[config.mk]
export PLATFORM = sky130hd
export DESIGN_NAME = mem_access_unit_flat
export DESIGN_NICKNAME = d
export VERILOG_FILES = /design/src/rtl/mem_access_unit_if.sv /design/src/rtl/mem_access_unit.sv /design/src/flat_wrapper.sv
export SDC_FILE = /design/constraint.sdc
export NUM_CORES = 1
export LEC_CHECK = 0
export CORE_MARGIN = 2
export CORE_UTILIZATION = 38
export DETAILED_ROUTE_END_ITERATION = 7
export PLACE_DENSITY = 0.73
export SLEW_MARGIN = 25
export SYNTH_ARGS = -nofsm -noshare
export SYNTH_HDL_FRONTEND = slang
export SYNTH_SLANG_ARGS = --single-unit
[constraint.sdc]
create_clock -name clk -period 2.4 [get_ports clk]
set_input_delay 0.36 -clock clk [delete_from_list [all_inputs] [get_ports clk]]
set_output_delay 0.36 -clock clk [all_outputs]
set_load 0.02 [all_outputs]
[src/rtl/mem_access_unit_if.sv]
// Data-memory bus between the MEM stage (master) and the data memory (slave).
// Handshake: the master raises dm_req with dm_we/dm_addr/dm_wstrb/dm_wdata and holds all of
// them stable until the slave pulses dm_ack. The access completes in that cycle, and load data
// is valid on dm_rdata only while dm_ack is high. dm_ack is ignored while dm_req is low.
interface mem_access_unit_if;
   logic        dm_req;
   logic        dm_we;
   logic [31:0] dm_addr;
   logic [3:0]  dm_wstrb;
   logic [31:0] dm_wdata;
   logic        dm_ack;
   logic [31:0] dm_rdata;

   modport master (
      output dm_req, dm_we, dm_addr, dm_wstrb, dm_wdata,
      input  dm_ack, dm_rdata
   );

   modport slave (
      input  dm_req, dm_we, dm_addr, dm_wstrb, dm_wdata,
      output dm_ack, dm_rdata
   );
endinterface

[src/rtl/mem_access_unit.sv]
// MEM stage of the miniRV pipeline: issues loads/stores over a req/ack bus, stalls upstream
// while an access is in flight, and produces the write-back triple for MEM/WB.
module mem_access_unit (
   input  logic                     clk,
   input  logic                     rst_n,
   input  logic                     ex_valid,
   input  logic                     ex_rf_we,
   input  logic [4:0]               ex_wR,
   input  logic [31:0]              ex_alu_res,
   input  logic [31:0]              ex_rs2_data,
   input  logic                     ex_mem_rd,
   input  logic                     ex_mem_wr,
   input  logic [2:0]               ex_funct3,
   input  logic [31:0]              ex_pc,
   mem_access_unit_if.master        dm,
   output logic                     stall_o,
   output logic                     misalign_o,
   output logic                     rf_we_o,
   output logic [4:0]               wR_o,
   output logic [31:0]              wD_o,
   output logic [31:0]              debug_pc_o,
   output logic                     debug_have_inst_o,
   output logic                     dbg_state_o
);

   typedef enum logic {IDLE = 1'b0, BUSY = 1'b1} state_e;

   state_e      state_q;
   logic        dm_we_q;
   logic [31:0] dm_addr_q;
   logic [3:0]  dm_wstrb_q;
   logic [31:0] dm_wdata_q;
   logic        rf_we_q;
   logic [4:0]  wr_q;
   logic [2:0]  funct3_q;
   logic [1:0]  off_q;
   logic [31:0] pc_q;

   logic        mem_op;
   logic        misaligned;
   logic [1:0]  off;
   logic [3:0]  dm_wstrb_d;
   logic [31:0] dm_wdata_d;
   logic [31:0] rdata_shifted;
   logic [15:0] load_half;
   logic [31:0] load_data;
   logic        stall;

   assign mem_op = ex_valid & (ex_mem_rd | ex_mem_wr);
   assign off    = ex_alu_res[1:0];

   // Size is taken from funct3[1:0] only; the sign bit never affects alignment or strobes.
   always_comb begin
      misaligned = 1'b0;
      dm_wstrb_d = 4'b1111;
      dm_wdata_d = ex_rs2_data;
      case (ex_funct3[1:0])
         2'b00: begin
            dm_wstrb_d = 4'b0001 << off;
            dm_wdata_d = {4{ex_rs2_data[7:0]}};
         end
         2'b01: begin
            misaligned = off[0];
            dm_wstrb_d = off[1] ? 4'b1100 : 4'b0011;
            dm_wdata_d = {2{ex_rs2_data[15:0]}};
         end
         default: misaligned = (off != 2'b00);
      endcase
      if (!ex_mem_wr) dm_wstrb_d = 4'b0000;
   end

   assign rdata_shifted = dm.dm_rdata >> {off_q, 3'b000};
   assign load_half     = off_q[1] ? dm.dm_rdata[31:16] : dm.dm_rdata[15:0];

   always_comb begin
      load_data = dm.dm_rdata;
      case (funct3_q[1:0])
         2'b00:   load_data = funct3_q[2] ? {24'b0, rdata_shifted[7:0]}
                                          : {{24{rdata_shifted[7]}}, rdata_shifted[7:0]};
         2'b01:   load_data = funct3_q[2] ? {16'b0, load_half}
                                          : {{16{load_half[15]}}, load_half};
         default: load_data = dm.dm_rdata;
      endcase
   end

   always_ff @(posedge clk or negedge rst_n) begin
      if (!rst_n) begin
         state_q    <= IDLE;
         dm_we_q    <= 1'b0;
         dm_addr_q  <= 32'b0;
         dm_wstrb_q <= 4'b0;
         dm_wdata_q <= 32'b0;
         rf_we_q    <= 1'b0;
         wr_q       <= 5'b0;
         funct3_q   <= 3'b0;
         off_q      <= 2'b0;
         pc_q       <= 32'b0;
      end else begin
         case (state_q)
            IDLE: begin
               if (mem_op && !misaligned) begin
                  state_q    <= BUSY;
                  dm_we_q    <= ex_mem_wr;
                  dm_addr_q  <= {ex_alu_res[31:2], 2'b00};
                  dm_wstrb_q <= dm_wstrb_d;
                  dm_wdata_q <= dm_wdata_d;
                  rf_we_q    <= ex_rf_we;
                  wr_q       <= ex_wR;
                  funct3_q   <= ex_funct3;
                  off_q      <= off;
                  pc_q       <= ex_pc;
               end
            end
            BUSY: begin
               if (dm.dm_ack) state_q <= IDLE;
            end
            default: state_q <= IDLE;
         endcase
      end
   end

   assign dm.dm_req   = (state_q == BUSY);
   assign dm.dm_we    = dm_we_q;
   assign dm.dm_addr  = dm_addr_q;
   assign dm.dm_wstrb = dm_wstrb_q;
   assign dm.dm_wdata = dm_wdata_q;
   assign dbg_state_o = (state_q == BUSY);

   always_comb begin
      stall             = 1'b0;
      misalign_o        = 1'b0;
      rf_we_o           = 1'b0;
      wR_o              = ex_wR;
      wD_o              = ex_alu_res;
      debug_pc_o        = ex_pc;
      debug_have_inst_o = 1'b0;
      if (state_q == IDLE) begin
         if (!mem_op) begin
            rf_we_o           = ex_valid & ex_rf_we;
            debug_have_inst_o = ex_valid;
         end else if (misaligned) begin
            misalign_o        = 1'b1;
            debug_have_inst_o = 1'b1;
         end else begin
            stall = 1'b1;
         end
      end else begin
         debug_pc_o = pc_q;
         wR_o       = wr_q;
         if (dm.dm_ack) begin
            debug_have_inst_o = 1'b1;
            rf_we_o           = rf_we_q & ~dm_we_q;
            wD_o              = load_data;
         end else begin
            stall = 1'b1;
         end
      end
   end

   // A pending mem_op on the EX/MEM inputs must not hold the pipeline frozen during reset.
   assign stall_o = stall & rst_n;

endmodule
[src/flat_wrapper.sv]
// flat-port wrapper written by rule: the top's interface ports become plain ports
module mem_access_unit_flat 
  (clk, rst_n, ex_valid, ex_rf_we, ex_wR, ex_alu_res, ex_rs2_data, ex_mem_rd, ex_mem_wr, ex_funct3, ex_pc, stall_o, misalign_o, rf_we_o, wR_o, wD_o, debug_pc_o, debug_have_inst_o, dbg_state_o, dm_dm_req, dm_dm_we, dm_dm_addr, dm_dm_wstrb, dm_dm_wdata, dm_dm_ack, dm_dm_rdata);
  mem_access_unit_if dm_i ();
  input  logic clk;
  input  logic rst_n;
  input  logic ex_valid;
  input  logic ex_rf_we;
  input  logic [4:0] ex_wR;
  input  logic [31:0] ex_alu_res;
  input  logic [31:0] ex_rs2_data;
  input  logic ex_mem_rd;
  input  logic ex_mem_wr;
  input  logic [2:0] ex_funct3;
  input  logic [31:0] ex_pc;
  output logic stall_o;
  output logic misalign_o;
  output logic rf_we_o;
  output logic [4:0] wR_o;
  output logic [31:0] wD_o;
  output logic [31:0] debug_pc_o;
  output logic debug_have_inst_o;
  output logic dbg_state_o;
  output wire logic [$bits(dm_i.dm_req)-1:0] dm_dm_req;
  output wire logic [$bits(dm_i.dm_we)-1:0] dm_dm_we;
  output wire logic [$bits(dm_i.dm_addr)-1:0] dm_dm_addr;
  output wire logic [$bits(dm_i.dm_wstrb)-1:0] dm_dm_wstrb;
  output wire logic [$bits(dm_i.dm_wdata)-1:0] dm_dm_wdata;
  input wire logic [$bits(dm_i.dm_ack)-1:0] dm_dm_ack;
  input wire logic [$bits(dm_i.dm_rdata)-1:0] dm_dm_rdata;
  assign dm_dm_req = dm_i.dm_req;
  assign dm_dm_we = dm_i.dm_we;
  assign dm_dm_addr = dm_i.dm_addr;
  assign dm_dm_wstrb = dm_i.dm_wstrb;
  assign dm_dm_wdata = dm_i.dm_wdata;
  assign dm_i.dm_ack = dm_dm_ack;
  assign dm_i.dm_rdata = dm_dm_rdata;
  mem_access_unit u_core (.clk(clk), .rst_n(rst_n), .ex_valid(ex_valid), .ex_rf_we(ex_rf_we), .ex_wR(ex_wR), .ex_alu_res(ex_alu_res), .ex_rs2_data(ex_rs2_data), .ex_mem_rd(ex_mem_rd), .ex_mem_wr(ex_mem_wr), .ex_funct3(ex_funct3), .ex_pc(ex_pc), .dm(dm_i), .stall_o(stall_o), .misalign_o(misalign_o), .rf_we_o(rf_we_o), .wR_o(wR_o), .wD_o(wD_o), .debug_pc_o(debug_pc_o), .debug_have_inst_o(debug_have_inst_o), .dbg_state_o(dbg_state_o));
endmodule
==> results of run 1 <==
synthesized netlist by cell type (3+ instances only):
library cell | n | area share, %
dfrtp_1 | 111 | 42
mux2_2 | 92 | 16
mux2_4 | 75 | 17
nor2_1 | 35 | 2.0
a31oi_1 | 31 | 2.9
clkbuf_1 | 30 | 1.7
a21oi_1 | 19 | 1.4
and2_1 | 18 | 1.7
o21ai_0 | 18 | 1.4
o22ai_1 | 16 | 1.5
and3b_1 | 15 | 2.0
buf_6 | 10 | 1.7
mux2i_1 | 10 | 1.5
nand2_1 | 10 | 0.57
nor2b_1 | 9 | 0.85
a221oi_1 | 7 | 0.93
inv_1 | 4 | 0.23
nand2b_1 | 4 | 0.38
a22oi_1 | 3 | 0.34
buf_2 | 3 | 0.23
buf_4 | 3 | 0.34
mux2_1 | 3 | 0.51
nor4_1 | 3 | 0.28
o31ai_1 | 3 | 0.34
final cells by class:
type | count | area, sq um | share of cell area [%]
multi-input combinational | 392 | 3640 | 35.2
timing repair buffer | 353 | 3360 | 32.4
sequential | 111 | 2780 | 26.9
tap | 225 | 282 | 2.72
clock buffer | 10 | 239 | 2.31
clock inverter | 5 | 41.3 | 0.399
inverter | 4 | 15.0 | 0.145
per-stage QoR:
stage / setup WS, ns / std cells
after global routing: -0.00271 / 1100
final: 0.0567 / 1100
after global placement: -0.356 / 1076
after detailed placement: -0.366 / 1076
after CTS: 0.0000104 / 1100
after floorplan: 0.136 / 555
state kept, by name, summed over array words and instances (netlist names):
register	count
u_core.dm.dm_we	1
u_core.rf_we_q	1
u_core.dm.dm_addr	30
u_core.wr_q	5
u_core.dbg_state_o	1
u_core.dm.dm_wstrb	4
u_core.off_q	2
u_core.funct3_q	3
u_core.pc_q	32
u_core.dm.dm_wdata	32
kinds of logic after synthesis:
family                 count (synthesis)  share of synthesized area [%]
DFF                                  111                           42.1
AOI/OAI and AO/OA                    107                           10.1
other                                  1                         0.0568
muxes                                180                           34.8
buffers and inverters                 52                           4.32
and+or+nand+nor                      103                           8.73
power by group through the flow:
stage | clock [mW] | combinational [mW] | sequential (mW)
final | 1.46 | 3.92 | 2.76
after global routing | 1.58 | 4.14 | 2.82
after CTS | 1.50 | 3.89 | 2.74
after detailed placement | 0 | 3.87 | 2.75
after global placement | 0 | 3.82 | 2.72
after floorplan | 0 | 1.73 | 3.07
what timing repair did:
action	CTS	global route
buffers inserted	7	1
cloned	2	0
resized for setup	130	57
setup endpoints to repair	72	36
pin swaps	1	0
hold buffers	0	0
final timing paths:
path / from / to / slack [ns] / cells after the start
min reg2reg: u_core.dm.dm_wstrb[1] / u_core.dm.dm_wstrb[1] / 0.51 / 1
max in group asynchronous: rst_n / u_core.funct3_q[1] / 1.67 / 2
min in group clk: u_core.dm.dm_wstrb[1] / u_core.dm.dm_wstrb[1] / 0.51 / 1
min: rst_n / u_core.wr_q[1] / 0.18 / 2
max reg2reg: u_core.dbg_state_o / u_core.wr_q[0] / 0.41 / 5
max: u_core.off_q[1] / wD_o[4] / 0.06 / 5
per-layer routing:
metal	up-vias	track usage, %	routed length (microns)
li1	2674	-	-
met1	2875	29.0	9130
met2	255	39.2	10400
met3	43	7.23	1890
met4	0	7.75	622
met5	-	0	0
cells in the final DEF (no fill, tap or decap), types with 3 or more instances in the layout:
| cell type | n |
|---|---|
| clkbuf_2 | 7 |
| nor2_1 | 35 |
| inv_1 | 4 |
| a221oi_1 | 3 |
| nand2b_1 | 4 |
| dlygate4sd2_1 | 19 |
| o21ai_0 | 18 |
| nor2b_1 | 9 |
| clkdlybuf4s50_1 | 225 |
| nand2_1 | 10 |
| buf_2 | 11 |
| dlymetal6s2s_1 | 7 |
| a221oi_2 | 4 |
| buf_12 | 6 |
| and2_1 | 17 |
| mux2_4 | 77 |
| mux2i_1 | 10 |
| mux2_1 | 3 |
| a21oi_1 | 19 |
| clkbuf_16 | 9 |
| buf_4 | 67 |
| buf_6 | 4 |
| a31oi_1 | 30 |
| mux2_2 | 90 |
| o31ai_1 | 3 |
| and3b_1 | 15 |
| o22ai_1 | 16 |
| clkdlybuf4s15_1 | 6 |
| dfrtp_2 | 3 |
| dfrtp_1 | 108 |
==> results.ini, run 1 <==
[critical_path]
max_stage_delay_ns=0.40
slowest_stage=dfrtp_1
crit_path_max_fanout=23
cp.arrival_ns=1.98
worstPathBufferInverterCount=2
cp.required_ns=2.04
cp_top_family=buffers and inverters
endpoint_kind=output port
critical_path_class=reg -> out
cp-start-kind=flip-flop
crit_chain=buf_12 > mux2_2 > a221oi_2 > a21oi_1 > dlygate4sd2_1

[cts]
cts_tree=done
cts.sinks=111
clk_pin_slew_worst_paths_ns=0.08
root_buffer=clkbuf_16
insertion_delay_ns=0.35
cts_buffer_depth=2
htreeDepth=3
cts_made_buffers=9

[logic_synthesis]
synth-seq-cells=111
synth_cells=554
synth.distinct_cells=41
synthArstFlopShare_pct=100
avgSynthCellArea_sq_um=11.9
synth_area_sq_um=6610
ys_warn_count=0
synth_enable_flop_cells=0
seq_area_frac_synth_pct=42.1
ys.flop_type=dfrtp_1

[placed_design]
dpl_cell_area_sq_um=9980
place.gp.congestion=0.880
dp_hpwl_microns=16300
portBuffers=284

[pwr]
switching_share_pct=35.2
p_comb_share_pct=48.1
pwr-share-clk_pct=18.0
p_int_mw=5.27
ir_drop_uv=407
p_total_mw=8.13
power_density_nw_per_um2=785
seqPwrFrac_pct=33.9
power.leakage_nw=4.69
p_sw_mw=2.86

[finish]
diodes=0
fin_nets=1014
layout-drive-gt1-share_pct=33.8
nFillCells=1374
final_util_pct=60.5
area_delta_synth_final_pct=56.8
fin_area_sq_um=10400

[floorplanning]
die-area_sq_um=18500
boundaryPins=287
die_w_microns=136
placementRows=48
core_sq_um=17100
initial_core_util_pct=38.6
die_h_microns=136

[timing]
period_minus_slack_ns=2.34
rsz0062_at_grt=true
whs_ns=0.177
fmax_mhz=427
setup_viol_count_final=0
slew-limit-headroom_pct=49.9
drv_slew=0
fin_crit_sh_pct=97.6
finClkSkew_ns=0.00885
hold_viol=0
fin_tns_setup_ns=0
tightest_slew_ns=0.752

[grt]
grt_max_degree=57
grt_pass1_vias=6110
grtUsageTotal_pct=23.5
antenna_found_initial=0
grt_pass1_wl_microns=33600
grt_remaining_overflow=0

[worst_hold_path]
hold_class=in -> async

[flow_run]
max_cap_viol_count=0

[detailed_routing]
firstDrtPassIters=4
post-route-drc-count=0
avgRoutedWirePerCell_microns=20.1
drt-total-wl_microns=22100
num_vias=5847
vias_per_cell=5.32
drt_iter0_markers=185
ant_nets=0

[outcome]
status=finished, final reports clean

No activity file was read; power rests on OpenSTA's default activity.
==> run 2: changes to the inputs <==
--- a/config.mk
+++ b/config.mk
@@ -7,7 +7,9 @@
 export LEC_CHECK = 0
 export CORE_MARGIN = 2
 export CORE_UTILIZATION = 38
+export CTS_CLUSTER_SIZE = 10
 export DETAILED_ROUTE_END_ITERATION = 7
+export MAX_ROUTING_LAYER = met4
 export PLACE_DENSITY = 0.73
 export SLEW_MARGIN = 25
 export SYNTH_ARGS = -nofsm -noshare
==> results.ini, run 2 (synthesized netlist as in run 1, its figures left out) <==
[finish]
fin_area_sq_um=10400
fin_nets=1014
nFillCells=1375
area_delta_synth_final_pct=56.8
layout_commonest_cell=clkdlybuf4s50_1
final_cell_mix=clkdlybuf4s50_1 (225), dfrtp_1 (108), mux2_2 (90), mux2_4 (77), buf_4 (68)
final_util_pct=60.5
layout-drive-gt1-share_pct=33.8
diodes=0

[detailed_routing]
drt_iter0_markers=178
post-route-drc-count=0
firstDrtPassIters=4
drt-total-wl_microns=22100
num_vias=5838
ant_nets=0
avgRoutedWirePerCell_microns=20.1
vias_per_cell=5.31

[critical_path]
cp-start-kind=input pin
cp.arrival_ns=1.99
max_stage_delay_ns=0.61
critical_path_class=in -> out
cp.required_ns=2.04
worstPathBufferInverterCount=3
cp_top_family=buffers and inverters
crit_path_max_fanout=14
crit_chain=clkdlybuf4s50_1 > and2_2 > buf_4 > nor2_1 > a21oi_1 > dlygate4sd2_1
slowest_stage=clkdlybuf4s50_1
endpoint_kind=output port

[timing]
hold_viol=0
period_minus_slack_ns=2.35
fin_tns_setup_ns=0
finClkSkew_ns=0.00891
slew-limit-headroom_pct=49.8
tightest_slew_ns=0.752
fin_crit_sh_pct=97.8
fmax_mhz=426
setup_viol_count_final=0
drv_slew=0
whs_ns=0.173
rsz0062_at_grt=true

[pwr]
switching_share_pct=35.2
p_int_mw=5.27
power_density_nw_per_um2=786
seqPwrFrac_pct=33.9
power.leakage_nw=4.69
pwr-share-clk_pct=18.1
ir_drop_uv=406
p_sw_mw=2.86
p_comb_share_pct=48.1

[grt]
grtUsageTotal_pct=24.2
grt_pass1_vias=6138
grt_remaining_overflow=0
grt_max_degree=57
antenna_found_initial=0
grt_pass1_wl_microns=33600

[placed_design]
place.gp.congestion=0.894
dp_hpwl_microns=16300
dpl_cell_area_sq_um=9980
portBuffers=284

[cts]
htreeDepth=3
cts_hold_buf=0
cts.sinks=111
cts_made_buffers=9
cts_buffer_depth=2
insertion_delay_ns=0.35
cts_tree=done
clk_pin_slew_worst_paths_ns=0.07
root_buffer=clkbuf_16

[floorplanning]
initial_core_util_pct=38.6
core_sq_um=17100
die_h_microns=136
boundaryPins=287
placementRows=48
die-area_sq_um=18500
die_w_microns=136

[worst_hold_path]
hold_class=in -> async

[outcome]
status=finished, final reports clean

[flow_run]
max_cap_viol_count=0

[run 2: cell count changes in the layout (fill, tap and decap cells not counted)]
cell,before,now
buf_2,11,10
buf_4,67,68
[run 2: layer usage]
metal	share of wire [%]	global-route usage, %
met5	0	-
met4	2.7	7.81
met3	7.9	6.82
met2	47	39.2
met1	42	29.3
[run 2: final timing paths]
kind | start | endpoint | slack (ns) | depth (start not counted)
setup / recovery | dm_dm_ack | wD_o[4] | 0.05 | 6
hold / removal | rst_n | u_core.wr_q[1] | 0.17 | 2
setup reg to reg | u_core.dbg_state_o | u_core.wr_q[0] | 0.41 | 5
hold reg to reg | u_core.dm.dm_wstrb[1] | u_core.dm.dm_wstrb[1] | 0.51 | 1
max in group asynchronous | rst_n | u_core.funct3_q[0] | 1.67 | 2
min in group clk | u_core.dm.dm_wstrb[1] | u_core.dm.dm_wstrb[1] | 0.51 | 1
[run 2: metrics by stage]
stage / power (mW) / cells / setup slack (ns)
6_report: 8.14 / 1100 / 0.0529
5_1_grt: 8.54 / 1100 / -0.00271
4_1_cts: 8.13 / 1100 / 0.0000104
3_5_place_dp: 6.62 / 1076 / -0.366
3_3_place_gp: 6.54 / 1076 / -0.356
2_1_floorplan: 4.80 / 555 / 0.136
[run 2: layout make-up]
class | instances | area (sq um) | share of cell area [%]
tap | 225 | 282 | 2.72
clock buffer | 10 | 239 | 2.31
clock inverter | 5 | 41.3 | 0.399
multi-input combinational | 392 | 3640 | 35.2
inverter | 4 | 15.0 | 0.145
timing repair buffer | 353 | 3360 | 32.4
sequential | 111 | 2780 | 26.8
[run 2: what timing repair did]
| action | in CTS | in global routing |
|---|---|---|
| gates cloned | 2 | 0 |
| setup endpoints to repair | 72 | 36 |
| gates resized for setup | 130 | 58 |
| setup buffers | 7 | 1 |
| pin swaps | 1 | 0 |
[run 2: power by group through the flow]
stage          sequential (mW)  clock, mW  combinational [mW]
2_1_floorplan             3.07          0                1.73
3_3_place_gp              2.72          0                3.82
3_5_place_dp              2.75          0                3.87
4_1_cts                   2.74       1.50                3.89
5_1_grt                   2.82       1.58                4.14
6_report                  2.76       1.47                3.91
[run 2: worst register-to-register path: stages (launching register included)]
cell and delay (ns):
dfrtp_2 0.42, nand2b_1 0.18, or4_4 0.44, buf_4 0.16, buf_4 0.29, mux2_1 0.38
==> run 3: changes to the inputs <==
--- a/config.mk
+++ b/config.mk
@@ -5,12 +5,14 @@
 export SDC_FILE = /design/constraint.sdc
 export NUM_CORES = 1
 export LEC_CHECK = 0
+export ABC_AREA = 1
+export CORE_ASPECT_RATIO = 1.5
 export CORE_MARGIN = 2
 export CORE_UTILIZATION = 38
 export CTS_CLUSTER_SIZE = 10
 export DETAILED_ROUTE_END_ITERATION = 7
 export MAX_ROUTING_LAYER = met4
-export PLACE_DENSITY = 0.73
+export PLACE_DENSITY = 0.75
 export SLEW_MARGIN = 25
 export SYNTH_ARGS = -nofsm -noshare
 export SYNTH_HDL_FRONTEND = slang
==> results.ini, run 3 <==
[critical_path]
crit_chain=buf_4 > o21ai_0 > buf_4 > nand2_1 > nand3_1 > o21ai_0 > inv_1 > clkdlybuf4s15_1
crit_path_max_fanout=8
r2r_end=u_core.pc_q[19]
r2r_cells=5
max_stage_delay_ns=0.49
critical_path_class=reg -> out
worstReg2RegStart=u_core.dbg_state_o
slowest_stage=dfrtp_2
cp.required_ns=2.04
endpoint_kind=output port
rrSetupSlack_ns=0.82
cp.arrival_ns=1.95
cp-start-kind=flip-flop

[cts]
cts_tree=done
clk_pin_slew_worst_paths_ns=0.08
cts_made_buffers=9
root_buffer=clkbuf_16
cts_hold_buf=0
insertion_delay_ns=0.35
cts.sinks=111
htreeDepth=3
cts_buffer_depth=2

[timing]
period_minus_slack_ns=2.31
rsz0062_at_grt=true
fin_crit_sh_pct=96.3
finClkSkew_ns=0.00857
fin_tns_setup_ns=0
whs_ns=0.138
hold_viol=0
drv_slew=0
setup_viol_count_final=0
tightest_slew_ns=0.607
slew-limit-headroom_pct=59.5
fmax_mhz=433

[finish]
area_delta_synth_final_pct=56.4
layout-drive-gt1-share_pct=9.65
layout_commonest_cell=nand2_1
diodes=0
fin_nets=1257
final_cell_mix=nand2_1 (334), clkdlybuf4s50_1 (247), o21ai_0 (115), dfrtp_1 (109), a21oi_1 (65)
fin_area_sq_um=9390
multiInputGateArea_sq_um=2660
nFillCells=1416
regArea_sq_um=2780

[logic_synthesis]
synth.distinct_cells=26
ys.flop_type=dfrtp_1
synth_xor_area_share_pct=0
synth_compound_area_share_pct=18.0
synth_top_family_by_area=simple AND/OR/NAND/NOR gates
synthArstFlopShare_pct=100
yosys.cell_count.top_type=nand2_1
yosys.area.top_type_share_pct=46.3
synth_enable_flop_cells=0
yosys.area_share.simple_pct=26.2
ys_warn_count=0
avgSynthCellArea_sq_um=7.21
yosys.area_share.adder_pct=0
synth-seq-cells=111
synth_area_leaders=dfrtp_1 (46%), nand2_1 (21%), o21ai_0 (9.8%), a21oi_1 (5.4%), inv_1 (4.0%)
seq_area_frac_synth_pct=46.3
synth_cells=833
synthMuxAreaShare_pct=0
synth_common_cells=nand2_1 (335), o21ai_0 (118), dfrtp_1 (111)
yosys.area.top_type=dfrtp_1
synth_area_sq_um=6000

[placed_design]
place.gp.congestion=0.949
portBuffers=284
dpl_cell_area_sq_um=9180
dp_hpwl_microns=14800

[pwr]
power.leakage_nw=4.55
power_density_nw_per_um2=777
ir_drop_uv=385

[floorplanning]
die-area_sq_um=16800
initial_core_util_pct=38.6
placementRows=56
die_h_microns=158
core_sq_um=15600
die_w_microns=107
boundaryPins=287

[grt]
met2_usage_pct=38.9
met3_usage_pct=4.94
use_met1_pct=28.6
antenna_found_initial=0
grt-busiest-layer=met2
grt_remaining_overflow=0
grtUsageTotal_pct=23.7
grt_max_degree=112
grt_pass1_wl_microns=30600
grt_pass1_vias=5981

[detailed_routing]
avgRoutedWirePerCell_microns=14.9
vias_per_cell=4.77
post-route-drc-count=0
ant_nets=0
num_vias=6307
drt_iter0_markers=433
firstDrtPassIters=5
drt-total-wl_microns=19800

[flow_run]
max_cap_viol_count=0

[worst_hold_path]
hold_class=in -> async

[outcome]
status=finished, final reports clean

-- run 3: cell count changes after synthesis, sizes merged, moves of 18 or more --
cell / previous run / this run
a21oi: 19 / 70
a31oi: 31 / 0
and2: 18 / 0
buf: 18 / 36
inv: 4 / 66
mux2: 170 / 0
nand2: 10 / 341
nand3: 0 / 18
o21ai: 18 / 126
-- run 3: worst max path at each step --
stage                       startpoint  endpoint  slack [ns]  cells after the start
floorplan           u_core.dbg_state_o   stall_o        0.48                      4
global placement       dm_dm_rdata[31]   wD_o[8]       -0.17                     10
detailed placement     dm_dm_rdata[31]  wD_o[10]       -0.21                     10
CTS                 u_core.funct3_q[0]  wD_o[21]      0.0008                      9
global route           u_core.off_q[1]  wD_o[14]       -0.05                      9
finish                 u_core.off_q[1]   wD_o[6]        0.09                      8
-- run 3: worst max-delay path: cells and delay by family, from the launching register on --
| family | cells | cell delay [ns] |
|---|---|---|
| buffers and inverters | 4 | 0.67 |
| AO/OA/AOI/OAI | 2 | 0.24 |
| AND/OR/NAND/NOR | 2 | 0.20 |
| flip-flops | 1 | 0.49 |
-- run 3: repair_timing --
item / CTS / global route
hold endpoints to repair: 0 / 0
setup buffers: 0 / 1
endpoints found under the setup margin: 33 / 29
resized for setup: 43 / 42
cloned: 0 / 0
-- run 3: where the power goes --
group          switching (mW)  internal (mW)  total [mW]
Combinational            1.72           1.43        3.15
Clock                   0.725          0.831        1.56
Sequential              0.262           2.33        2.59
Total                    2.70           4.59        7.30
-- run 3: metal layers --
| metal | up-vias | routed length [microns] |
|---|---|---|
| met2 | 259 | 9690 |
| met5 | - | 0 |
| li1 | 3207 | - |
| met4 | 0 | 733 |
| met1 | 2789 | 7990 |
| met3 | 52 | 1340 |
-- run 3: final cells by class --
cell class | count | share of cell area [%]
inverter | 67 | 2.72
sequential | 111 | 29.6
timing repair buffer | 323 | 33.4
clock inverter | 6 | 0.800
clock buffer | 10 | 2.44
tap | 203 | 2.71
multi-input combinational | 602 | 28.3
-- run 3: logic make-up after synthesis --
family,count (synthesis)
simple gates,394
compound gates,206
buf+inv,121
flops,111
other cells,1
-- run 3: through the flow --
stage                     setup slack (ns)  instances  total power [mW]  utilization [%]
after floorplan                      0.476        834              4.21                -
after global placement              -0.167       1305              5.80             59.0
after detailed placement            -0.209       1305              5.83             59.0
after CTS                         0.000760       1321              7.38             60.8
after global routing               -0.0509       1322              7.77             60.4
final                               0.0890       1322              7.30             60.4
==> RTL edit, RTL diff (config.mk and constraints of run 1) <==
Put a register stage on the output `debug_pc_o`, with the module's reset. The value now appears one clock later. The other outputs are not delayed to match.
--- a/src/rtl/mem_access_unit.sv
+++ b/src/rtl/mem_access_unit.sv
@@ -26,2 +26,4 @@
    typedef enum logic {IDLE = 1'b0, BUSY = 1'b1} state_e;
+
+   logic [31:0] debug_pc_d;
 
@@ -134,3 +136,3 @@
       wD_o              = ex_alu_res;
-      debug_pc_o        = ex_pc;
+      debug_pc_d        = ex_pc;
       debug_have_inst_o = 1'b0;
@@ -147,3 +149,3 @@
       end else begin
-         debug_pc_o = pc_q;
+         debug_pc_d = pc_q;
          wR_o       = wr_q;
@@ -162,2 +164,10 @@
 
+   always_ff @(posedge clk or negedge rst_n) begin
+      if (!rst_n) begin
+         debug_pc_o <= '0;
+      end else begin
+         debug_pc_o <= debug_pc_d;
+      end
+   end
+
 endmodule
Function: changed (Yosys sat finds a counterexample within 4 cycles, from zero or initial values and one cycle with rst_n low).
==> RTL edit against run 1 <==
- power grew 24%
- setup slack got worse by 31 ps
- sequential share of layout area grew 4.1 points
- count of clock-buffer cells in the layout increased by 9
- design area is 12% higher
- synthesized area increased by 12%
- core utilization is 0.43 points lower
- routed wire length increased by 3.0%
- sequential cell count grew 32
- largest cell class unchanged
==> RTL edit: results (changes against run 1) <==
** Outcome
- The run finished with clean final reports.

** Global routing
- The total routing resource utilization after global routing came to 21.5% (-2.0 points).
- The number of antenna violations at the first check in global routing is 2 (+2).
- The via count of the first global-routing pass was 6127 (+0.28%).
- Pin count of the biggest net entering global routing :: 144 (+150%)

** Clock tree
- H-tree lvl count :: 4 (+1)
- The number of clock buffers inserted by TritonCTS was 17 (+8).
- The clock network latency to the later pin of the worst-skew pair is 420 ps (+70 ps).

** Worst setup path
- The reg-to-reg setup timing slack came to 320 ps (-90 ps).
- The slowest stage of the critical path is the sky130_fd_sc_hd__dfrtp_2 cell.
- The critical path's largest stage delay came to 420 ps (+20 ps).
- The endpoint identified for the worst register-to-register timing path is u_core.dm.dm_addr[27].
- Critical Path Fanout Max :: 11 (-52%)

** Routing
- Initial DRC Count :: 208 (+12%)
- Mean routed wirelength per cell :: 19.1 um (-4.7%)
- The sum of routed wire length over all layers came to 22700 um (+3.0%).
- Total number of vias :: 6005 (+2.7%)

** Placed design
- RePlAce Congestion :: 0.874 (-0.66%)
- Detailed-placement wirelength estimate :: 15900 um (-2.8%)
- The placement-stage cell area came to 0.0109 mm2 (+8.9%).

** Final layout
- Ratio of cells with drive above 1 in the final layout :: 34.7% (+0.91 points)

** STA
- The slew at the pin with the worst max-slew slack was 875 ps (+123 ps).
- The clock skew was 9.33 ps (+0.482 ps).

** Logic synthesis
- Dominant cells by area after synthesis :: sky130_fd_sc_hd__dfrtp_1 (48%), sky130_fd_sc_hd__mux2_4 (15%), sky130_fd_sc_hd__mux2_2 (13%), sky130_fd_sc_hd__a31oi_1 (2.6%), sky130_fd_sc_hd__and3b_1 (1.8%)
- In the synthesized netlist, the cells that appear most often are sky130_fd_sc_hd__dfrtp_1 (143), sky130_fd_sc_hd__mux2_2 (87), sky130_fd_sc_hd__mux2_4 (75).
- The number of cells produced by synthesis came to 586 (+5.8%).

** Power and ir drop
- The static leakage came to 5.14 nW (+9.6%).
RTL edit: cell count changes after synthesis:
cell	run 1	this run
sky130_fd_sc_hd__mux2_1	3	8
sky130_fd_sc_hd__mux2_2	92	87
sky130_fd_sc_hd__dfrtp_1	111	143
RTL edit: area by class of cell:
cell class                 count  area (um2)
inverter                       4        15.0
multi-input combinational    392        3670
tap                          265         332
clock buffer                  19         453
clock inverter                13         146
timing repair buffer         353        3370
sequential                   143        3580
fill                        1602        7690
RTL edit: metrics by stage:
step	setup slack [ps]	power (mW)
final	25.4	10.1
after global routing	-5.87	10.6
after CTS	-15.5	10.1
after detailed placement	-294	7.30
after global placement	-311	7.24
after floorplan	133	5.43
RTL edit: timing repair:
item / 4_1_cts / 5_1_grt
hold buffers: 0 / 0
buffers inserted: 3 / 6
cloned: 2 / 0
resized for setup: 148 / 44
endpoints found under the setup margin: 41 / 35
pin swaps: 1 / 1
RTL edit: logic make-up (layout without fill, tap and decap cells):
logic type / after synthesis / in the layout / share of synthesized area, %
buf+inv: 52 / 389 / 3.85
flops: 143 / 143 / 48.3
simple gates: 103 / 103 / 7.79
mux: 180 / 180 / 31.0
compound gates: 107 / 107 / 8.99
other cells: 1 / 2 / 0.0506
RTL edit: power by group:
group | internal, mW | switching (mW)
sequential | 3.02 | 0.356
clock | 1.53 | 1.14
combinational | 2.23 | 1.79
RTL edit: per-layer routing:
metal	vias to the layer above	routed length, um	global-route usage, %	part of all wire, %
met5	-	25	0	0.11
met4	4	661	8.67	2.9
met3	40	1710	6.66	7.5
met2	228	10700	34.6	47
met1	2937	9590	27.0	42
li1	2796	-	-	-
